File: src/rtl/alu_requester_if.sv
// Command, ALU-side and result signals of alu_requester.
// master = the requester, slave = the environment (command source, ALU, result sink).
interface alu_requester_if;
  logic        cmd_valid;
  logic        cmd_ready;
  logic [7:0]  cmd_a;
  logic [7:0]  cmd_b;
  logic [1:0]  cmd_op;
  logic [15:0] alu_in;
  logic [1:0]  alu_op_codes;
  logic        alu_valid;
  logic [7:0]  alu_o;
  logic        alu_ready;
  logic        res_valid;
  logic        res_ready;
  logic [7:0]  res_data;
  logic [1:0]  res_op;
  logic        res_timeout;

  modport master (
    input  cmd_valid, cmd_a, cmd_b, cmd_op, alu_o, alu_ready, res_ready,
    output cmd_ready, alu_in, alu_op_codes, alu_valid, res_valid, res_data, res_op, res_timeout
  );

  modport slave (
    output cmd_valid, cmd_a, cmd_b, cmd_op, alu_o, alu_ready, res_ready,
    input  cmd_ready, alu_in, alu_op_codes, alu_valid, res_valid, res_data, res_op, res_timeout
  );
endinterface

File: src/rtl/alu_requester.sv
// Queues ALU commands and runs them one at a time; push to alu_valid is 1 cycle, result after >=3 edges.
// cmd_ready is !full only; a held result (res_ready low) stalls all further issue.
module alu_requester #(
  parameter int FIFO_DEPTH = 4,
  parameter int TIMEOUT    = 255
) (
  input  logic                   clk,
  input  logic                   rst,
  alu_requester_if.master        bus,
  output logic                   busy,
  output logic [15:0]            done_count
);
  localparam int          AW      = $clog2(FIFO_DEPTH);
  localparam logic [15:0] TO_LAST = 16'(TIMEOUT - 1);

  typedef enum logic [1:0] {IDLE, ISSUE, WAIT, RESP} state_t;

  state_t      state_q, state_d;
  logic [17:0] fifo_mem_q [FIFO_DEPTH];
  logic [AW:0] wr_ptr_q, wr_ptr_d;
  logic [AW:0] rd_ptr_q, rd_ptr_d;
  logic [15:0] alu_in_q, alu_in_d;
  logic [1:0]  alu_op_q, alu_op_d;
  logic        alu_valid_q, alu_valid_d;
  logic [15:0] wd_cnt_q, wd_cnt_d;
  logic        res_valid_q, res_valid_d;
  logic [7:0]  res_data_q, res_data_d;
  logic [1:0]  res_op_q, res_op_d;
  logic        res_timeout_q, res_timeout_d;
  logic [15:0] done_count_q, done_count_d;

  logic        empty, full, push, pop;
  logic [17:0] pop_dat;

  // Extra MSB on the pointers separates full from empty.
  assign empty   = (wr_ptr_q == rd_ptr_q);
  assign full    = (wr_ptr_q[AW] != rd_ptr_q[AW]) && (wr_ptr_q[AW-1:0] == rd_ptr_q[AW-1:0]);
  assign push    = bus.cmd_valid && !full;
  assign pop     = (state_q == IDLE) && !empty;
  assign pop_dat = fifo_mem_q[rd_ptr_q[AW-1:0]];

  always_comb begin
    state_d       = state_q;
    wr_ptr_d      = wr_ptr_q;
    rd_ptr_d      = rd_ptr_q;
    alu_in_d      = alu_in_q;
    alu_op_d      = alu_op_q;
    alu_valid_d   = alu_valid_q;
    wd_cnt_d      = wd_cnt_q;
    res_valid_d   = res_valid_q;
    res_data_d    = res_data_q;
    res_op_d      = res_op_q;
    res_timeout_d = res_timeout_q;
    done_count_d  = done_count_q;

    if (push) wr_ptr_d = wr_ptr_q + 1'b1;
    if (pop)  rd_ptr_d = rd_ptr_q + 1'b1;

    case (state_q)
      IDLE: begin
        if (!empty) begin
          alu_in_d    = pop_dat[17:2];
          alu_op_d    = pop_dat[1:0];
          alu_valid_d = 1'b1;
          state_d     = ISSUE;
        end
      end
      ISSUE: begin
        alu_valid_d = 1'b0;
        wd_cnt_d    = '0;
        state_d     = WAIT;
      end
      WAIT: begin
        // alu_ready takes priority over a watchdog expiry in the same cycle.
        if (bus.alu_ready) begin
          res_data_d    = bus.alu_o;
          res_timeout_d = 1'b0;
          res_op_d      = alu_op_q;
          res_valid_d   = 1'b1;
          state_d       = RESP;
        end else if (wd_cnt_q == TO_LAST) begin
          res_data_d    = '0;
          res_timeout_d = 1'b1;
          res_op_d      = alu_op_q;
          res_valid_d   = 1'b1;
          state_d       = RESP;
        end else begin
          wd_cnt_d = wd_cnt_q + 16'd1;
        end
      end
      RESP: begin
        if (bus.res_ready) begin
          res_valid_d  = 1'b0;
          done_count_d = done_count_q + 16'd1;
          state_d      = IDLE;
        end
      end
      default: state_d = IDLE;
    endcase
  end

  always_ff @(posedge clk) begin
    if (rst) begin
      state_q       <= IDLE;
      wr_ptr_q      <= '0;
      rd_ptr_q      <= '0;
      alu_in_q      <= '0;
      alu_op_q      <= '0;
      alu_valid_q   <= 1'b0;
      wd_cnt_q      <= '0;
      res_valid_q   <= 1'b0;
      res_data_q    <= '0;
      res_op_q      <= '0;
      res_timeout_q <= 1'b0;
      done_count_q  <= '0;
    end else begin
      state_q       <= state_d;
      wr_ptr_q      <= wr_ptr_d;
      rd_ptr_q      <= rd_ptr_d;
      alu_in_q      <= alu_in_d;
      alu_op_q      <= alu_op_d;
      alu_valid_q   <= alu_valid_d;
      wd_cnt_q      <= wd_cnt_d;
      res_valid_q   <= res_valid_d;
      res_data_q    <= res_data_d;
      res_op_q      <= res_op_d;
      res_timeout_q <= res_timeout_d;
      done_count_q  <= done_count_d;
    end
  end

  always_ff @(posedge clk) begin
    if (push) fifo_mem_q[wr_ptr_q[AW-1:0]] <= {bus.cmd_a, bus.cmd_b, bus.cmd_op};
  end

  assign bus.cmd_ready    = !full;
  assign bus.alu_in       = alu_in_q;
  assign bus.alu_op_codes = alu_op_q;
  assign bus.alu_valid    = alu_valid_q;
  assign bus.res_valid    = res_valid_q;
  assign bus.res_data     = res_data_q;
  assign bus.res_op       = res_op_q;
  assign bus.res_timeout  = res_timeout_q;
  assign busy             = (state_q != IDLE) || !empty;
  assign done_count       = done_count_q;
endmodule
File: src/flat_wrapper.sv
// flat-port wrapper written by rule: the top's interface ports become plain ports
module alu_requester_flat 
#(
  parameter int FIFO_DEPTH = 4,
  parameter int TIMEOUT    = 255
)
  (clk, rst, busy, done_count, bus_cmd_valid, bus_cmd_a, bus_cmd_b, bus_cmd_op, bus_alu_o, bus_alu_ready, bus_res_ready, bus_cmd_ready, bus_alu_in, bus_alu_op_codes, bus_alu_valid, bus_res_valid, bus_res_data, bus_res_op, bus_res_timeout);
  alu_requester_if bus_i ();
  input  logic clk;
  input  logic rst;
  output logic busy;
  output logic [15:0] done_count;
  input wire logic [$bits(bus_i.cmd_valid)-1:0] bus_cmd_valid;
  input wire logic [$bits(bus_i.cmd_a)-1:0] bus_cmd_a;
  input wire logic [$bits(bus_i.cmd_b)-1:0] bus_cmd_b;
  input wire logic [$bits(bus_i.cmd_op)-1:0] bus_cmd_op;
  input wire logic [$bits(bus_i.alu_o)-1:0] bus_alu_o;
  input wire logic [$bits(bus_i.alu_ready)-1:0] bus_alu_ready;
  input wire logic [$bits(bus_i.res_ready)-1:0] bus_res_ready;
  output wire logic [$bits(bus_i.cmd_ready)-1:0] bus_cmd_ready;
  output wire logic [$bits(bus_i.alu_in)-1:0] bus_alu_in;
  output wire logic [$bits(bus_i.alu_op_codes)-1:0] bus_alu_op_codes;
  output wire logic [$bits(bus_i.alu_valid)-1:0] bus_alu_valid;
  output wire logic [$bits(bus_i.res_valid)-1:0] bus_res_valid;
  output wire logic [$bits(bus_i.res_data)-1:0] bus_res_data;
  output wire logic [$bits(bus_i.res_op)-1:0] bus_res_op;
  output wire logic [$bits(bus_i.res_timeout)-1:0] bus_res_timeout;
  assign bus_i.cmd_valid = bus_cmd_valid;
  assign bus_i.cmd_a = bus_cmd_a;
  assign bus_i.cmd_b = bus_cmd_b;
  assign bus_i.cmd_op = bus_cmd_op;
  assign bus_i.alu_o = bus_alu_o;
  assign bus_i.alu_ready = bus_alu_ready;
  assign bus_i.res_ready = bus_res_ready;
  assign bus_cmd_ready = bus_i.cmd_ready;
  assign bus_alu_in = bus_i.alu_in;
  assign bus_alu_op_codes = bus_i.alu_op_codes;
  assign bus_alu_valid = bus_i.alu_valid;
  assign bus_res_valid = bus_i.res_valid;
  assign bus_res_data = bus_i.res_data;
  assign bus_res_op = bus_i.res_op;
  assign bus_res_timeout = bus_i.res_timeout;
  alu_requester #(.FIFO_DEPTH(FIFO_DEPTH), .TIMEOUT(TIMEOUT)) u_core (.clk(clk), .rst(rst), .bus(bus_i), .busy(busy), .done_count(done_count));
endmodule
File: config.mk
export PLATFORM = sky130hd
export DESIGN_NAME = alu_requester_flat
export DESIGN_NICKNAME = d
export VERILOG_FILES = /design/src/rtl/alu_requester_if.sv /design/src/rtl/alu_requester.sv /design/src/flat_wrapper.sv
export SDC_FILE = /design/constraint.sdc
export NUM_CORES = 1
export LEC_CHECK = 0
export BUFFER_PORTS_ARGS = -buffer_cell sky130_fd_sc_hd__buf_2
export CELL_PAD_IN_SITES_DETAIL_PLACEMENT = 1
export CELL_PAD_IN_SITES_GLOBAL_PLACEMENT = 1
export CORE_MARGIN = 2
export CORE_UTILIZATION = 47
export DETAILED_ROUTE_END_ITERATION = 7
export PLACE_DENSITY = 0.86
export SETUP_SLACK_MARGIN = 0.2
export SLEW_MARGIN = 20
export SYNTH_ARGS = -nofsm -noshare
export SYNTH_HDL_FRONTEND = slang
export SYNTH_SLANG_ARGS = --single-unit
File: constraint.sdc
create_clock -name clk -period 3.8 [get_ports clk]
set_clock_uncertainty 0.2 [all_clocks]
set_input_delay 0.76 -clock clk [delete_from_list [all_inputs] [get_ports clk]]
set_output_delay 0.76 -clock clk [all_outputs]
set_load 0.02 [all_outputs]
[After elaboration in Yosys (flattened, before gate mapping)]
Memories as Yosys holds them, arrays and structs flattened. A register that Yosys moved wholly into a read port is not among the register bits.
Cells that the tools add are included.
Word-level totals
  bits in registers: 53
  memory bits (writable): 72
  input port bits: 31
  output and inout bits: 49
  logic and storage cells: 68
  memories: 1
Memory list
  u_core.fifo_mem_q: depth 4, width 18, read ports 1, clocked after memory_dff 1, write ports 1, RTL line alu_requester.sv:19  | logic [17:0] fifo_mem_q [FIFO_DEPTH];
Operators by class
  $add $sub $neg: 4
  equality and inequality tests: 12
  muxes and demuxes: 21
  bitwise gates (word level): 1
  reductions and logical operators: 19
Operators with widths (count)
  16-bit by 1-bit adder with 16-bit output, second input constant: 2
  16-bit 2-to-1 mux: 2
  16-bit case mux with 2 select lines: 1
  16-bit by 8-bit equality test with 1-bit output, second input constant: 1
  8-bit 2-to-1 mux: 2
  2-bit 2-to-1 mux: 6
  2-bit nonzero test: 5
  3-bit AND reduction: 3
  2-bit inequality test, second input constant: 4
  2-bit case mux with 4 select lines: 1
  2-bit AND reduction: 4
  1-bit 2-to-1 mux: 7
  3-bit by 1-bit adder with 3-bit output, second input constant: 2
  2-bit equality test, second input constant: 2
  1-bit case mux with 2 select lines: 2
  3-bit equality test: 1
  1-bit logical AND: 3
  3-bit by 2-bit inequality test with 1-bit output, second input constant: 1
  2-bit by 1-bit equality test with 1-bit output, second input constant: 1
  2-bit equality test: 1
  1-bit logical NOT: 2
  2-bit logical NOT: 1
  1-bit logical OR: 1
  1-bit inequality test: 1
  1-bit inverter: 1

[Longest topological paths before layout]
  word-level depth: 6
  depth in mapped cells: 8
  depth with buffers taken out: 6

[Least setup slack after synthesis]
No wires, ideal clock.
  path kind: register -> register
  start: reg u_core.wd_cnt_q[10]
  end: reg u_core.res_valid_q, in the netlist u_core.bus.res_valid
  setup time: 0.074 ns
  arrival: 1.966 ns
  required time: 3.526 ns
  path slack: 1.560 ns
  cell stages (with the launch flop): 6
  buffers on the path: 1
  period minus slack after synthesis: 2.240 ns
  path through: dfxtp_1 or4_4 or4_1 buf_2 or3_1 a31oi_1
On the way
  cells in the longest elaborated chain, start to end: 3
Ends and longest elaborated chain
  from (decl): RTL line alu_requester.sv:25  | logic [15:0] wd_cnt_q, wd_cnt_d;
  from (signal assigned): RTL line alu_requester.sv:123  | wd_cnt_q <= wd_cnt_d;
  16-bit by 8-bit equality test with 1-bit output: RTL line alu_requester.sv:81  | end else if (wd_cnt_q == TO_LAST) begin
  3-bit by 2-bit inequality test with 1-bit output (no line)
  3-bit AND reduction (no line)
  to (signal assigned): RTL line alu_requester.sv:124  | res_valid_q <= res_valid_d;
  to (decl): RTL line alu_requester.sv:26  | logic res_valid_q, res_valid_d;
Every way passes these cells.
A chain may end at the register's enable or synchronous reset.

[Worst setup path in the final report]
  start: reg u_core.wr_ptr_q[1]
  end: out busy
On the way
  cells in the longest elaborated chain, start to end: 3
Ends and longest elaborated chain
  from (decl): RTL line alu_requester.sv:20  | logic [AW:0] wr_ptr_q, wr_ptr_d;
  from (signal assigned): RTL line alu_requester.sv:118  | wr_ptr_q <= wr_ptr_d;
  3-bit equality test: RTL line alu_requester.sv:36  | assign empty = (wr_ptr_q == rd_ptr_q);
  1-bit logical NOT: RTL line alu_requester.sv:144  | assign busy = (state_q != IDLE) || !empty;
  1-bit logical OR: RTL line alu_requester.sv:144
  to (decl): RTL line flat_wrapper.sv:11  | output logic busy;
Every way passes these cells.

==> impl_metrics.py <==
metrics = {
    "finish": {
        "final_cell_mix": "79 x buf_2, 72 x edfxtp_1, 71 x dfxtp_1, 61 x nand2_1, 33 x a21oi_1",
        "utilization": 0.5802,
        "regArea_sq_um": 3583,
        "multi_input_area_sq_um": 2185,
        "nets": 607,
        "drive_above_1_share": 0.2431,
        "instances_no_fill": 744,
        "syn2layout_area_growth_pct": 19.42,
        "antennaDiodeCount": 0,
        "final_common_cell": "buf_2",
        "n_fill_cell": 1257,
    },
    "synthesis": {
        "yosysSeqAreaShare": 0.6064,
        "synth_cells": 481,
        "ys_types": 56,
        "synth-edff-count": 72,
        "ys.flop_type": "edfxtp_1",
        "synth_top_area_share": 0.3659,
        "ys_top_cells_by_area": "edfxtp_1 37%, dfxtp_1 24%, mux4_2 6.9%, nand2_1 3.9%, a21oi_1 2.8%",
        "async_flop_share": 0,
        "syn_nets": 524,
        "yosys_warnings": 0,
        "post-synth-top-area-cell": "edfxtp_1",
        "synth-seq-cells": 143,
        "synth_area_sq_um": 5909,
        "syn_avg_cell_area_sq_um": 12.29,
    },
    "floorplanning": {
        "start_util": 0.4859,
        "design.core.area_sq_um": 12160,
        "die_w_um": 116.1,
        "rows": 40,
        "ios": 80,
        "die_h_um": 116.1,
        "fp.dieArea_sq_um": 13490,
    },
    "global_routing": {
        "track_usage": 0.2422,
        "grt_antenna_before_repair": 0,
        "grt_overflow": 0,
        "grt_max_degree": 44,
        "grt_pass1_wl_um": 24210,
        "grt_pass1_vias": 4624,
    },
    "cts": {
        "post_cts_resized": 0,
        "hold_buffers": 0,
        "cts_sinks": 143,
        "cts_setup_buffers": 0,
        "insertion_delay_ps": 420,
        "clkTransAtPathRegs_ps": 60,
        "root_buffer": "clkbuf_16",
        "cts_tree": "yes",
        "cts.path.max_buffers": 2,
        "cts_buffers": 17,
        "htree_levels": 4,
    },
    "critical_path": {
        "worst_ep_required_time_ps": 2840,
        "cp-end-kind": "output port",
        "start_kind": "register",
        "critPathArrivalTime_ps": 1900,
        "critPathKind": "register to output port",
        "crit_fanout": 7,
    },
    "power_and_ir_drop": {
        "power_mw": 4.518,
        "ir_drop_v": 0.0006291,
        "p_per_area_nw_per_um2": 640.2,
        "leakage_nw": 2.608,
    },
    "routing": {
        "ant_nets": 0,
        "wire_per_inst_um": 20.42,
        "firstDrtPassIters": 4,
        "num_vias": 4248,
        "viasPerCell": 5.710,
        "wl_um": 15190,
        "drc": 0,
        "first_iter_violations": 246,
    },
    "sta": {
        "final_max_slew_viol_count": 0,
        "timing_hold_violations_final": 0,
        "setup_viol": 0,
        "fmax_mhz": 349.7,
        "rsz0062_at_grt": "no",
        "max-slew-margin-rel": 0.3199,
        "period_share": 0.7526,
        "layout_min_cycle_time_ps": 2860,
        "tightest_slew_ps": 1020,
        "whs_ps": 257.4,
        "tns_ps": 0,
    },
    "min_path": {
        "min_path_type": "register to register",
    },
    "placed_design": {
        "placed_cells": 713,
        "io_buffers": 79,
        "gp_congestion": 0.8232,
        "dp_hpwl_um": 9639,
    },
    "run_status": {
        "outcome": "finished, final reports clean",
    },
    "flow_run": {
        "maxCapViolCount": 0,
    },
}
## final timing paths
kind                              start                endpoint  slack (ps)  cells past startpoint
setup reg to reg     u_core.wd_cnt_q[7]  u_core.bus.res_data[4]        1080                      4
setup / recovery     u_core.wr_ptr_q[1]                    busy         940                      4
hold / removal    u_core.bus.alu_in[13]   u_core.bus.alu_in[13]         260                      2
hold reg to reg   u_core.bus.alu_in[13]   u_core.bus.alu_in[13]         260                      2
## report_power, final
part	internal, mW	total [mW]	switching, mW
Clock	0.977	1.60	0.621
Combinational	0.368	1.04	0.669
Sequential	1.79	1.88	0.0975
## metal layers
metal,vias up,share of wire,global-route usage
met5,-,0,0
met4,0,0.018,0.07778
met3,27,0.040,0.07473
met2,101,0.53,0.4370
met1,2145,0.41,0.2749
li1,1975,-,-
## cells in the mapped netlist, drive strengths merged (3+ instances only)
| master | number |
|---|---|
| edfxtp | 72 |
| dfxtp | 71 |
| nand2 | 61 |
| a21oi | 33 |
| nor2 | 23 |
| mux4 | 18 |
| nand3 | 18 |
| clkbuf | 17 |
| inv | 13 |
| ha | 12 |
| xor2 | 12 |
| a32o | 9 |
| or3 | 8 |
| mux2i | 7 |
| nand4 | 7 |
| o21ai | 7 |
| and2 | 6 |
| buf | 6 |
| o211ai | 6 |
| xnor2 | 6 |
| and3 | 5 |
| and4 | 5 |
| or4 | 5 |
| a31oi | 4 |
| o41ai | 4 |
| nand2b | 3 |
| nand4b | 3 |
| nor2b | 3 |
| nor3 | 3 |
| nor4 | 3 |
| o311ai | 3 |
| o31ai | 3 |
| or2 | 3 |
| or4b | 3 |
## worst max-delay path, cell delays in order (launching register included)
cell and delay (ps):
dfxtp_1 430, xor2_1 550, nor2_1 170, nand3_1 150, buf_2 170
## registers in the layout, indices dropped and copies added, names as in the netlist
register and cells:
u_core.fifo_mem_q 72, u_core.bus.alu_in 16, u_core.done_count 16, u_core.wd_cnt_q 16, u_core.bus.res_data 8, u_core.rd_ptr_q 3
u_core.wr_ptr_q 3, u_core.bus.alu_op_codes 2, u_core.bus.res_op 2, u_core.state_q 2, u_core.bus.alu_valid 1, u_core.bus.res_timeout 1
u_core.bus.res_valid 1
## through the flow
step / instance area (sq um) / setup WS (ps)
2_1_floorplan: 5909 / 1560
3_3_place_gp: 6490 / 1177
3_5_place_dp: 6490 / 1014
4_1_cts: 7057 / 933.2
5_1_grt: 7057 / 832.6
6_report: 7057 / 940.2
## layout make-up
type / instances / area share
sequential: 143 / 0.5078
multi-input combinational: 300 / 0.3096
timing repair buffer: 87 / 0.06454
clock buffer: 21 / 0.06383
tap: 168 / 0.02979
clock inverter: 10 / 0.01649
inverter: 15 / 0.007979
## logic make-up (layout without fill, tap and decap cells)
logic type / after synthesis / after routing / share of synthesized area
and+or+nand+nor: 162 / 162 / 0.1406
DFF: 143 / 143 / 0.6064
AOI/OAI and AO/OA: 82 / 82 / 0.09380
buffers and inverters: 38 / 133 / 0.02477
muxes: 26 / 26 / 0.08236
xor gates and xnor gates: 18 / 18 / 0.02668
adders and majority gates: 12 / 12 / 0.02541
Power figures use the tool's default switching activity.
